===== src/rtl/serial_bit_streamer_if.sv =====
// Word-load handshake between a producer and the serial bit streamer.
// The producer holds load_valid/load_data; the streamer answers with load_ready.
interface serial_bit_streamer_if #(
  parameter int WIDTH = 8
);
  logic [WIDTH-1:0] load_data;
  logic             load_valid;
  logic             load_ready;

  modport master (
    output load_data,
    output load_valid,
    input  load_ready
  );

  modport slave (
    input  load_data,
    input  load_valid,
    output load_ready
  );
endinterface


===== src/rtl/serial_bit_streamer.sv =====
// Parallel-to-serial converter: handshaked WIDTH-bit words out as one bit per clock,
// with a one-word holding buffer so consecutive words stream without gaps.
module serial_bit_streamer #(
  parameter int WIDTH      = 8,
  parameter bit MSB_FIRST  = 1'b1,
  parameter bit IDLE_LEVEL = 1'b0
) (
  input  logic                 clk,
  input  logic                 reset,
  serial_bit_streamer_if.slave load,
  output logic                 data_out,
  output logic                 bit_valid,
  output logic                 last_bit
);

  localparam int               CNT_W    = $clog2(WIDTH);
  localparam logic [CNT_W-1:0] CNT_LAST = CNT_W'(WIDTH - 1);

  typedef enum logic {IDLE, SHIFT} state_t;

  state_t           state, state_nx;
  logic [WIDTH-1:0] shift_reg, shift_reg_nx;
  logic [WIDTH-1:0] hold_reg, hold_reg_nx;
  logic             hold_full, hold_full_nx;
  logic [CNT_W-1:0] cnt, cnt_nx;
  logic             xfer;

  function automatic logic [WIDTH-1:0] advance(input logic [WIDTH-1:0] sr);
    if (MSB_FIRST) advance = {sr[WIDTH-2:0], 1'b0};
    else           advance = {1'b0, sr[WIDTH-1:1]};
  endfunction

  function automatic logic head_bit(input logic [WIDTH-1:0] sr);
    head_bit = MSB_FIRST ? sr[WIDTH-1] : sr[0];
  endfunction

  assign load.load_ready = !hold_full;
  assign xfer            = load.load_valid && !hold_full;

  always_comb begin
    state_nx     = state;
    shift_reg_nx = shift_reg;
    hold_reg_nx  = hold_reg;
    hold_full_nx = hold_full;
    cnt_nx       = cnt;
    unique case (state)
      IDLE: begin
        if (xfer) begin
          shift_reg_nx = load.load_data;
          cnt_nx       = '0;
          state_nx     = SHIFT;
        end
      end
      SHIFT: begin
        if (cnt != CNT_LAST) begin
          shift_reg_nx = advance(shift_reg);
          cnt_nx       = cnt + 1'b1;
          if (xfer) begin
            hold_reg_nx  = load.load_data;
            hold_full_nx = 1'b1;
          end
        end else if (hold_full) begin
          // Held word takes over at the word boundary; no transfer is possible here.
          shift_reg_nx = hold_reg;
          hold_full_nx = 1'b0;
          cnt_nx       = '0;
        end else if (xfer) begin
          shift_reg_nx = load.load_data;
          cnt_nx       = '0;
        end else begin
          state_nx = IDLE;
        end
      end
      default: state_nx = IDLE;
    endcase
  end

  // Control state: cleared by reset.
  always_ff @(posedge clk or posedge reset) begin
    if (reset) begin
      state     <= IDLE;
      hold_full <= 1'b0;
      cnt       <= '0;
    end else begin
      state     <= state_nx;
      hold_full <= hold_full_nx;
      cnt       <= cnt_nx;
    end
  end

  // Word data: only meaningful while the control state marks it live.
  always_ff @(posedge clk) begin
    shift_reg <= shift_reg_nx;
    hold_reg  <= hold_reg_nx;
  end

  assign bit_valid = (state == SHIFT);
  assign data_out  = (state == SHIFT) ? head_bit(shift_reg) : IDLE_LEVEL;
  assign last_bit  = (state == SHIFT) && (cnt == CNT_LAST);

endmodule


===== src/flat_wrapper.sv =====
// flat-port wrapper written by rule: the top's interface ports become plain ports
module serial_bit_streamer_flat 
#(
  parameter int WIDTH      = 8,
  parameter bit MSB_FIRST  = 1'b1,
  parameter bit IDLE_LEVEL = 1'b0
)
  (clk, reset, data_out, bit_valid, last_bit, load_load_data, load_load_valid, load_load_ready);
  serial_bit_streamer_if #(.WIDTH(WIDTH)) load_i ();
  input  logic clk;
  input  logic reset;
  output logic data_out;
  output logic bit_valid;
  output logic last_bit;
  input wire logic [$bits(load_i.load_data)-1:0] load_load_data;
  input wire logic [$bits(load_i.load_valid)-1:0] load_load_valid;
  output wire logic [$bits(load_i.load_ready)-1:0] load_load_ready;
  assign load_i.load_data = load_load_data;
  assign load_i.load_valid = load_load_valid;
  assign load_load_ready = load_i.load_ready;
  serial_bit_streamer #(.WIDTH(WIDTH), .MSB_FIRST(MSB_FIRST), .IDLE_LEVEL(IDLE_LEVEL)) u_core (.clk(clk), .reset(reset), .load(load_i), .data_out(data_out), .bit_valid(bit_valid), .last_bit(last_bit));
endmodule

===== config.mk =====
export PLATFORM = sky130hd
export DESIGN_NAME = serial_bit_streamer_flat
export DESIGN_NICKNAME = d
export VERILOG_FILES = /design/src/rtl/serial_bit_streamer_if.sv /design/src/rtl/serial_bit_streamer.sv /design/src/flat_wrapper.sv
export SDC_FILE = /design/constraint.sdc
export NUM_CORES = 1
export LEC_CHECK = 0
export BUFFER_PORTS_ARGS = -buffer_cell sky130_fd_sc_hd__buf_2
export CAP_MARGIN = 10
export CORE_MARGIN = 3
export CORE_UTILIZATION = 48
export DETAILED_ROUTE_END_ITERATION = 6
export HOLD_SLACK_MARGIN = 0.05
export PLACE_DENSITY_LB_ADDON = 0.15
export SYNTH_ARGS = -nofsm -noshare
export SYNTH_HDL_FRONTEND = slang
export SYNTH_SLANG_ARGS = --single-unit
export TNS_END_PERCENT = 1

===== constraint.sdc =====
create_clock -name clk -period 1.7 [get_ports clk]
set_clock_uncertainty 0.2 [all_clocks]
set_input_delay 0.085 -clock clk [delete_from_list [all_inputs] [get_ports clk]]
set_output_delay 0.085 -clock clk [all_outputs]
set_load 0.05 [all_outputs]

==> reports/summary.txt, run 1 <==
======================================================================================
Final critical-path required period                                            1.69 ns
Worst setup slack after layout                                              0.00975 ns
Area fraction of the dominant cell type after synthesis                          0.266
TritonCTS sink count                                                                21
IO Count                                                                            15
Final WL                                                                       1990 um
Count of maximum capacitance violations                                              0
Die width                                                                      49.4 um
Leftover overflow at the end of global routing                                       0
Number of nets with antenna violations after routing                                 0
List of most frequent post-synthesis cells                                sky130_fd_sc_hd__nand2_1 (16), sky130_fd_sc_hd__dfxtp_1 (8), sky130_fd_sc_hd__edfxtp_1 (8), sky130_fd_sc_hd__o22ai_1 (8), sky130_fd_sc_hd__a32oi_1 (7)
Status                                                                    finished clean
Die ar.                                                                       2440 um2
Slew at the pin closest to its max-slew limit                                 0.336 ns
Number of vias after detailed routing                                              738
Total routing usage reported by global routing                                   0.191
Synth Register Bits                                                                 21
Hpwl dp                                                                        1310 um
Post-synthesis average cell area                                              11.0 um2
Pwr per Cell Area                                                          1690 nW/um2
Gate family responsible for the most delay along the worst path             flip-flops
Antenna violations before repair                                                     0
Most used standard cell by instance count after synthesis                 sky130_fd_sc_hd__nand2_1
Share of flip-flops with an asynchronous set or reset after synthesis            0.238
Worst hold path class                                                           in2reg
Fraction of power consumed by sequential logic                                   0.409
CTS tree                                                                           yes
Clock latency at the later pin of the worst-skew pair                          0.30 ns
Period Utilization, post-route                                                   0.994
Peak VDD IR                                                                    1090 uV
Post-synthesis instance total                                                       82
Diodes inserted                                                                      0
Highest attainable clock frequency                                             592 MHz
Endpoint of the most critical register-to-register path                   u_core.hold_reg[3]$_DFFE_PP_
Number of buffers created by CTS                                                     3
Die H                                                                          49.4 um
Number of H-tree levels                                                              1
Placement-stage worst setup slack                                           -0.0882 ns
Synthesis Warnings                                                                   0
Final Core Density                                                               0.692
Cell area after technology mapping                                             902 um2
Slew Limit Headroom                                                              0.776
Number of nets at the end of the flow                                              127
Critical Path Max Stage Delay                                                  0.41 ns
Setup slack on the worst flop-to-flop path                                     0.05 ns
Maximum number of buffers from clock root to sink                                    2
Via-per-instance ratio                                                            5.39
Vias in the first global route                                                     760
Quantity of I/O buffers inserted on ports                                           14
Effective utilization at floorplan                                               0.517
Largest net degree at the start of global routing                                   17
Portion of total power attributed to combinational logic                         0.476
Clock-pin slew on the worst setup and hold paths                               0.11 ns
Average wire per standard cell                                                 14.5 um
Buffer type at the clock tree root                                        sky130_fd_sc_hd__clkbuf_4
Fill cell instance count of the final layout                                       148
Yosys cell types                                                                    22
Startpoint of the worst hold path                                         load_load_data[2]
Hold Fails Final Rpt                                                                 0
Setup-violating endpoint count in the final report                                   0
Start-to-end type of the worst setup path                                      reg2out
Depth of the worst register-to-register path                                         4
Area of the core                                                              1750 um2
Arrival time at the worst endpoint                                             1.41 ns
Worst endpoint required time                                                   1.41 ns
Post-Synthesis Net Count                                                            96
Number of DRC markers in iteration 0                                                16
Switching power share of the total                                               0.390
Count of flip-flops with a built-in enable after synthesis                           8
Static leakage power                                                       0.000490 uW
Number of detailed-routing iterations run before antenna repair                      4
Cells traversed along the worst timing path                               ha_2 -> ha_4 -> and2_4 -> buf_8
Net switching power figure                                                      797 uW
CP max FO                                                                            5
Leading post-synthesis cells by cell area                                 sky130_fd_sc_hd__edfxtp_1 (27%), sky130_fd_sc_hd__dfxtp_1 (18%), sky130_fd_sc_hd__dfrtp_1 (14%), sky130_fd_sc_hd__a32oi_1 (6.8%), sky130_fd_sc_hd__nand2_1 (6.7%)
Clock share of power                                                             0.115
FF-to-FF Start                                                            u_core.cnt[0]$_DFF_PP0_
Cells on Worst Hold Path                                                             2
Ys flop type                                                              sky130_fd_sc_hd__edfxtp_1
Setup crit end kind                                                       primary output
Cell taking the most area after synthesis                                 sky130_fd_sc_hd__edfxtp_1
Max-slew violation count                                                             0
Layout overhead on the synthesized area                                          33.8%
Design internal power                                                          1250 uW
Global-route wire length before repair                                         3530 um
Remaining DRCs                                                                       0
CP Buf/Inv Count                                                                     1
Weighted congestion reported at the end of routability-driven placement          0.749
CP max stage cell                                                         sky130_fd_sc_hd__dfrtp_1
End of the worst hold path                                                u_core.hold_reg[2]$_DFFE_PP_
RSZ-0062 raised after global routing                                              true
Fraction of final layout cells with drive strength greater than 1                0.295
Number of placement rows                                                            15
Seq/Total Area, Yosys                                                            0.583
Setup crit start kind                                                        flip-flop
======================================================================================
==> routing by layer <==
metal,share of wire,vias to the layer above,GRT usage
met5,0,-,0
met2,0.49,19,0.306
met1,0.47,356,0.253
met4,0.015,0,0.0853
met3,0.027,4,0.0275
li1,-,359,-
==> per-stage QoR <==
step,cells,cell area [um2],TNS (ns),hold WS [ns],total power [uW]
floorplan,82,906,-0.0424,-0.337,1470
global placement,122,1030,-0.455,-0.212,1690
detailed placement,122,1030,-0.735,-0.205,1730
global route,137,1210,-0.0382,0.283,2200
CTS,137,1200,0,0.291,2040
finish,137,1210,0,0.303,2040
==> worst max-delay path by stage <==
stage                                               to  cells after the start  slack, ns                  startpoint
after CTS                                     last_bit                      4      0.002     u_core.cnt[0]$_DFF_PP0_
after detailed placement  u_core.hold_reg[6]$_DFFE_PP_                      4      -0.09     u_core.cnt[0]$_DFF_PP0_
final                                         last_bit                      4       0.01     u_core.cnt[0]$_DFF_PP0_
after global routing                          last_bit                      4      -0.04     u_core.cnt[0]$_DFF_PP0_
after floorplan           u_core.hold_reg[0]$_DFFE_PP_                      3     -0.005  u_core.bit_valid$_DFF_PP0_
after global placement    u_core.hold_reg[7]$_DFFE_PP_                      4      -0.06     u_core.cnt[0]$_DFF_PP0_
==> placed cells by master (no fill, tap or decap), drive strengths merged <==
master / n
a211oi: 1
a21oi: 1
a221oi: 1
a22o: 2
a31o: 1
a32oi: 7
and2: 3
buf: 21
clkbuf: 4
dfrtp: 5
dfxtp: 8
dlygate4sd3: 11
edfxtp: 8
ha: 3
inv: 3
mux2i: 1
nand2: 16
nand2b: 2
nor2: 1
nor2b: 3
nor3b: 1
o21ai: 1
o22ai: 8
==> worst register-to-register path, delay by kind of cell, from the launching register on <==
kind                       cells  cell delay, ns
DFF                            1            0.41
adders and majority gates      2            0.40
and+or+nand+nor                2            0.36
==> final cells by class <==
| cell class | instances | area [um2] | share of cell area |
|---|---|---|---|
| Clock buffer | 4 | 26.3 | 0.0218 |
| Timing Repair Buffer | 32 | 243 | 0.201 |
| Multi-Input combinational cell | 52 | 369 | 0.306 |
| Inverter | 3 | 11.3 | 0.00933 |
| Sequential cell | 21 | 527 | 0.436 |
| Tap cell | 25 | 31.3 | 0.0259 |
==> power by group through the flow <==
stage                     Sequential, uW  Clock (uW)  Combinational [uW]
final                                836         234                 973
after global placement               828           0                 866
after CTS                            833         245                 967
after floorplan                      815           0                 653
after detailed placement             835           0                 891
after global routing                 859         271                1070
==> kinds of logic (layout without fill, tap and decap cells) <==
kind of cell | Yosys count | count (layout) | share of synthesized area
adder cells (fa/ha/maj) | 3 | 3 | 0.0416
AND/OR/NAND/NOR | 26 | 26 | 0.135
flip-flops | 21 | 21 | 0.583
AO/OA/AOI/OAI | 22 | 22 | 0.186
multiplexers | 1 | 1 | 0.0111
buffers and inverters | 9 | 39 | 0.0444
==> timing repair <==
item | 4_1_cts | 5_1_grt
setup endpoints to repair | 17 | 18
buffers inserted | 0 | 0
endpoints found under the hold margin | 24 | 0
resized for setup | 9 | 2
hold buffers | 11 | 0
(Power assumes the default switching activity.)
==> run 2: changes to the inputs <==
==> constraint.sdc (replaced) <==
create_clock -name clk -period 1.7 [get_ports clk]
set_clock_uncertainty 0.2 [all_clocks]
set_input_delay 0.425 -clock clk [delete_from_list [all_inputs] [get_ports clk]]
set_output_delay 0.425 -clock clk [all_outputs]
set_load 0.05 [all_outputs]
==> run 2 against run 1 <==
  * The run now ends with negative setup slack left
  * Die area unchanged
  * Via count up 4.7%
  * Sequential share of layout area down 1.6 points
  * Non-clock buffer count down 3
  * Clock power up 5%
  * Routed wire length up 12%
  * Total power up 17%
  * Worst hold slack worse by 0.20 ns
  * Global-route usage up 0.36 points
  * Flip-flop and latch count unchanged
  * Critical path type unchanged
  * Largest power group unchanged
==> reports/summary.txt, run 2 (synthesis results as in run 1) <==
======================================================================================
Slew Limit Headroom                                                              0.744   -0.0319
Average wire per standard cell                                                 16.6 um   +14%
Diodes inserted                                                                      0   unchanged
Hold Fails Final Rpt                                                                 0   unchanged
Leftover overflow at the end of global routing                                       0   unchanged
CP max FO                                                                            2   -3
Number of H-tree levels                                                              1   unchanged
Peak VDD IR                                                                    1210 uV   +11%
Setup-violating endpoint count in the final report                                  20   +20
CTS tree                                                                           yes
Die H                                                                          49.4 um   unchanged
Die ar.                                                                       2440 um2   unchanged
Post-layout instance count excluding filler cells                                  134   -2.2%
Start-to-end type of the worst setup path                                      reg2out
Static leakage power                                                       0.000503 uW   +2.6%
Number of placement rows                                                            15   unchanged
Commonest cells after routing, fill and taps aside                        sky130_fd_sc_hd__nand2_1 (15), sky130_fd_sc_hd__buf_4 (12), sky130_fd_sc_hd__buf_2 (11)
TritonCTS sink count                                                                21   unchanged
Final WL                                                                       2220 um   +12%
Most frequent standard cell in the layout excluding fill and tap cells    sky130_fd_sc_hd__nand2_1
Quantity of I/O buffers inserted on ports                                           14   unchanged
Slew at the pin closest to its max-slew limit                                 0.383 ns   +0.0478 ns
Hpwl dp                                                                        1370 um   +4.7%
Setup crit start kind                                                        flip-flop
Number of nets at the end of the flow                                              124   -2.4%
Max-slew violation count                                                             0   unchanged
Count of maximum capacitance violations                                              0   unchanged
Most used cell, CP                                                        sky130_fd_sc_hd__ha_4
Layout overhead on the synthesized area                                          39.1%
IO Count                                                                            15   unchanged
Setup crit end kind                                                       primary output
Fraction of final layout cells with drive strength greater than 1                0.468   +0.173
Status                                                                    finished with violations
CP max stage cell                                                         sky130_fd_sc_hd__dfrtp_1
Number of buffers created by CTS                                                     3   unchanged
Critical Path Max Stage Delay                                                  0.43 ns   +0.02 ns
Weighted congestion reported at the end of routability-driven placement          0.745   -0.55%
Final hold slack                                                              0.101 ns   -0.202 ns
Remaining DRCs                                                                       0   unchanged
Antenna violations before repair                                                     0   unchanged
Number of detailed-routing iterations run before antenna repair                      4   unchanged
Highest attainable clock frequency                                             501 MHz   -15%
Clock latency at the later pin of the worst-skew pair                          0.30 ns   about the same
RSZ-0062 raised after global routing                                              true
Number of DRC markers in iteration 0                                                17   +1
Largest net degree at the start of global routing                                   14   -3
Cells traversed along the worst timing path                               ha_4 -> ha_4 -> and2_4 -> buf_8
Worst hold path class                                                           in2reg
Pwr per Cell Area                                                          1910 nW/um2   +13%
Number of nets with antenna violations after routing                                 0   unchanged
Vias in the first global route                                                     779   +2.5%
Number of vias after detailed routing                                              773   +4.7%
Arrival time at the worst endpoint                                             1.37 ns   -0.04 ns
Clock-pin slew on the worst setup and hold paths                               0.12 ns   about the same
Final critical-path required period                                            2.00 ns   +0.305 ns
Worst setup slack after layout                                               -0.295 ns   -0.305 ns
Gate family responsible for the most delay along the worst path             flip-flops
Global-route wire length before repair                                         3510 um   -0.57%
Area of the core                                                              1750 um2   unchanged
Worst endpoint required time                                                   1.07 ns   -0.34 ns
Placed Instances                                                                   123   +0.82%
Buffer type at the clock tree root                                        sky130_fd_sc_hd__clkbuf_4
Effective utilization at floorplan                                               0.517   unchanged
Period Utilization, post-route                                                    1.17   +0.179
Failing checks                                                            negative setup slack
Total routing usage reported by global routing                                   0.194   +0.00365
Maximum number of buffers from clock root to sink                                    2   unchanged
Die width                                                                      49.4 um   unchanged
Via-per-instance ratio                                                            5.77   +7.1%
CP Buf/Inv Count                                                                     1   unchanged
======================================================================================
## run 2: changes by cell type in the layout (fill, tap and decap cells not counted), sizes merged
| cell | change |
|---|---|
| dlygate4sd3 | -10 |
| buf | +7 |
## run 2: per-layer routing
metal  wire length [um]  vias up  global-route usage
li1                   -      356                   -
met1                978      392               0.234
met2               1110       21               0.333
met3                100        4              0.0642
met4                 36        0              0.0427
met5                  0        -                   0
## run 2: path summary, 6_finish.rpt
path                                        startpoint                           end  slack [ns]  depth (start not counted)
setup / recovery               u_core.cnt[0]$_DFF_PP0_                      last_bit       -0.30                          4
hold / removal                       load_load_data[0]  u_core.hold_reg[0]$_DFFE_PP_        0.10                          1
setup reg to reg               u_core.cnt[0]$_DFF_PP0_   u_core.shift_reg[1]$_DFF_P_       -0.15                          8
hold reg to reg            u_core.shift_reg[3]$_DFF_P_   u_core.shift_reg[3]$_DFF_P_        0.31                          2
max in group asynchronous                        reset  u_core.hold_full$_DFFE_PP0P_        0.76                          3
min in group asynchronous                        reset       u_core.cnt[2]$_DFF_PP0_        0.34                          3
## run 2: layout make-up
type	instances	area, um2
flip-flops and latches	21	528
fillers	122	490
multi-input cells	52	437
repair buffers	29	219
well taps	25	31.3
clock buffers	4	26.3
inverters	3	13.8
## run 2: what timing repair did
| item | CTS | global route |
|---|---|---|
| pin swaps | 5 | 7 |
| hold buffers | 1 | 0 |
| endpoints found under the hold margin | 5 | 0 |
| resized for setup | 18 | 13 |
| setup endpoints to repair | 21 | 22 |
| buffers inserted | 2 | 4 |
## run 2: per-stage QoR
stage	power, uW	area (um2)	TNS, ns	worst slack [ns]	utilization
2_1_floorplan	1500	920	-0.0967	-0.0499	-
3_3_place_gp	1720	1040	-0.266	-0.0619	0.597
3_5_place_dp	1760	1040	-1.49	-0.105	0.597
4_1_cts	2170	1160	-0.549	-0.287	0.666
5_1_grt	2550	1250	-2.99	-0.356	0.719
6_report	2390	1250	-1.95	-0.295	0.719
## run 2: power breakdown
| part | switching, uW | internal [uW] | leakage (uW) |
|---|---|---|---|
| combinational | 596 | 642 | 0.000294 |
| sequential | 192 | 715 | 0.000194 |
| clock | 154 | 91.6 | 0.0000150 |
==> run 3: changes to the inputs <==
--- a/config.mk
+++ b/config.mk
@@ -8,7 +8,8 @@
 export BUFFER_PORTS_ARGS = -buffer_cell sky130_fd_sc_hd__buf_2
 export CAP_MARGIN = 10
 export CORE_MARGIN = 3
-export CORE_UTILIZATION = 48
+export CORE_UTILIZATION = 51
+export CTS_BUF_LIST = sky130_fd_sc_hd__clkbuf_8
 export DETAILED_ROUTE_END_ITERATION = 6
 export HOLD_SLACK_MARGIN = 0.05
 export PLACE_DENSITY_LB_ADDON = 0.15
==> run 3 against run 2 <==
  * The run still ends with negative setup slack left
  * Clock power is 23% higher
  * Global-route usage is 1.5 points lower
  * Register-to-register slack gained 0.03 ns
  * First-iteration DRC count is the same
==> reports/summary.txt, run 3 (synthesis results as in run 1) <==
======================================================================================
Status                                                                    finished with violations
Failing checks                                                            negative setup slack
Via-per-instance ratio                                                            5.80   +0.51%
Worst setup endpoint                                                          last_bit
Post-route total power                                                         2170 uW   -9.4%
Setup crit start kind                                                        flip-flop
Quantity of I/O buffers inserted on ports                                           14   unchanged
Crit path depth                                                                      4   unchanged
FF-to-FF Start                                                            u_core.cnt[1]$_DFF_PP0_
Max-slew violation count                                                             0   unchanged
Remaining DRCs                                                                       0   unchanged
Depth of the worst register-to-register path                                         7   -1
Largest net degree at the start of global routing                                   12   -2
Global-route wire length before repair                                         2940 um   -16%
Final WL                                                                       1830 um   -18%
Worst hold path class                                                           in2reg
Average wire per standard cell                                                 15.4 um   -7.5%
CP Launch Point                                                           u_core.cnt[1]$_DFF_PP0_
Die H                                                                          48.1 um   -2.6%
Most frequent standard cell in the layout excluding fill and tap cells    sky130_fd_sc_hd__nand2_1
Endpoint of the most critical register-to-register path                   u_core.shift_reg[7]$_DFF_P_
CP Buf/Inv Count                                                                     1   unchanged
Number of buffers created by CTS                                                     3   unchanged
Gate family responsible for the most delay along the worst path             flip-flops
Hold Fails Final Rpt                                                                 0   unchanged
Diodes inserted                                                                      0   unchanged
Setup crit end kind                                                       primary output
RSZ-0062 raised after global routing                                              true
Arrival time at the worst endpoint                                             1.27 ns   -0.10 ns
Setup slack on the worst flop-to-flop path                                    -0.12 ns   +0.03 ns
Area of the core                                                              1580 um2   -9.7%
Number of vias after detailed routing                                              690   -11%
TritonCTS sink count                                                                21   unchanged
Weighted congestion reported at the end of routability-driven placement          0.791   +6.2%
Total routing usage reported by global routing                                   0.179   -0.0148
Highest attainable clock frequency                                             527 MHz   +5.1%
Number of H-tree levels                                                              1   unchanged
Placement-stage worst setup slack                                           -0.0558 ns   +0.0496 ns
Start-to-end type of the worst setup path                                      reg2out
Clock-pin slew on the worst setup and hold paths                               0.07 ns   -0.05 ns
Layout overhead on the synthesized area                                          26.5%
Count of maximum capacitance violations                                              0   unchanged
Worst endpoint required time                                                   1.07 ns   about the same
Maximum number of buffers from clock root to sink                                    2   unchanged
Buffer type at the clock tree root                                        sky130_fd_sc_hd__clkbuf_8
Cells traversed along the worst timing path                               ha_2 -> ha_4 -> and2_4 -> buf_8
Hpwl dp                                                                        1270 um   -7.6%
Static leakage power                                                       0.000470 uW   -6.4%
Area after DPL                                                                1020 um2   -2.5%
Die width                                                                      48.1 um   -2.6%
CTS tree                                                                           yes
Period Utilization, post-route                                                    1.12   -0.0572
Effective utilization at floorplan                                               0.572   +0.0554
CP max stage cell                                                         sky130_fd_sc_hd__dfrtp_1
Number of detailed-routing iterations run before antenna repair                      4   unchanged
Register area                                                                  528 um2   unchanged
Setup-violating endpoint count in the final report                                  18   -10%
Clock latency at the later pin of the worst-skew pair                          0.25 ns   -0.05 ns
Number of placement rows                                                            14   -1
Vias in the first global route                                                     700   -10%
Fraction of final layout cells with drive strength greater than 1                0.350   -0.118
IO Count                                                                            15   unchanged
Worst setup slack after layout                                               -0.198 ns   +0.0972 ns
Slew Limit Headroom                                                              0.737   -0.00710
Final Core Density                                                               0.724   +0.00481
Number of nets with antenna violations after routing                                 0   unchanged
Peak VDD IR                                                                    1130 uV   -6.4%
Critical Path Max Stage Delay                                                  0.38 ns   -0.05 ns
Pwr per Cell Area                                                          1900 nW/um2   -0.32%
Fill cell instance count of the final layout                                       113   -7.4%
Slew at the pin closest to its max-slew limit                                 0.394 ns   +0.0106 ns
Die ar.                                                                       2310 um2   -5.2%
Commonest cells after routing, fill and taps aside                        sky130_fd_sc_hd__nand2_1 (16), sky130_fd_sc_hd__buf_2 (11)
CP max FO                                                                            2   unchanged
Final non-filler cell area                                                    1140 um2   -9.1%
Number of DRC markers in iteration 0                                                17   unchanged
Total Negative Setup Slacks                                                   -1.23 ns   +0.722 ns
Antenna violations before repair                                                     0   unchanged
Multi-input combinational cell area                                            374 um2   -14%
Final critical-path required period                                            1.90 ns   -0.0972 ns
Number of nets at the end of the flow                                              118   -4.8%
Leftover overflow at the end of global routing                                       0   unchanged
======================================================================================
[run 3: cell types whose count changed in the layout (fill, tap and decap cells not counted), moves of 3 or more]
cell / change
sky130_fd_sc_hd__buf_4: -4
sky130_fd_sc_hd__buf_6: -3
sky130_fd_sc_hd__clkbuf_8: +3
sky130_fd_sc_hd__inv_1: +3
sky130_fd_sc_hd__o22ai_1: +5
sky130_fd_sc_hd__o22ai_2: -5
[run 3: through the flow]
step	std cells	hold slack, ns
after CTS	119	0.155
final	119	0.161
after floorplan	82	0.00345
after global routing	119	0.158
after detailed placement	112	0.131
after global placement	112	0.127
[run 3: how the worst min path moves through the flow]
| stage | start | endpoint | slack (ns) | cells after the start |
|---|---|---|---|---|
| 6_report | load_load_data[5] | u_core.hold_reg[5]$_DFFE_PP_ | 0.16 | 1 |
| 4_1_cts | load_load_data[5] | u_core.hold_reg[5]$_DFFE_PP_ | 0.15 | 1 |
| 3_5_place_dp | reset | u_core.cnt[0]$_DFF_PP0_ | 0.13 | 2 |
| 3_3_place_gp | reset | u_core.cnt[2]$_DFF_PP0_ | 0.13 | 2 |
| 5_1_grt | load_load_data[3] | u_core.hold_reg[3]$_DFFE_PP_ | 0.16 | 1 |
| 2_1_floorplan | reset | u_core.cnt[0]$_DFF_PP0_ | 0.003 | 1 |
[run 3: layout make-up]
class,count,area share
Timing Repair Buffer,23,0.143
Inverter,3,0.00987
Tap cell,16,0.0175
Clock inverter,1,0.00329
Clock buffer,3,0.0362
Multi-Input combinational cell,52,0.328
Sequential cell,21,0.463
[run 3: repair_timing]
action / CTS / global route
hold buffers: 1 / 0
resized for setup: 13 / 2
endpoints found under the hold margin: 5 / 0
setup endpoints to repair: 18 / 21
pin swaps: 3 / 0
setup buffers: 2 / 0
[run 3: where the power goes]
group | internal (uW) | switching, uW
Clock | 160 | 142
Sequential | 717 | 139
Combinational | 487 | 523
Total | 1360 | 804
[run 3: metal layers]
metal / vias to the layer above / global-route usage / routed length, um
met2: 18 / 0.293 / 910
met5: - / 0 / 0
met4: 0 / 0.0591 / 7
met1: 323 / 0.237 / 808
met3: 2 / 0.0338 / 100
li1: 347 / - / -
[run 3: worst reg2reg max path, cell delays in order (launching register included)]
cell                      delay [ns]
sky130_fd_sc_hd__dfrtp_1        0.35
sky130_fd_sc_hd__ha_2           0.20
sky130_fd_sc_hd__ha_4           0.13
sky130_fd_sc_hd__buf_4          0.10
sky130_fd_sc_hd__buf_4          0.13
sky130_fd_sc_hd__inv_1          0.06
sky130_fd_sc_hd__o21ai_2        0.33
sky130_fd_sc_hd__a32oi_1        0.17
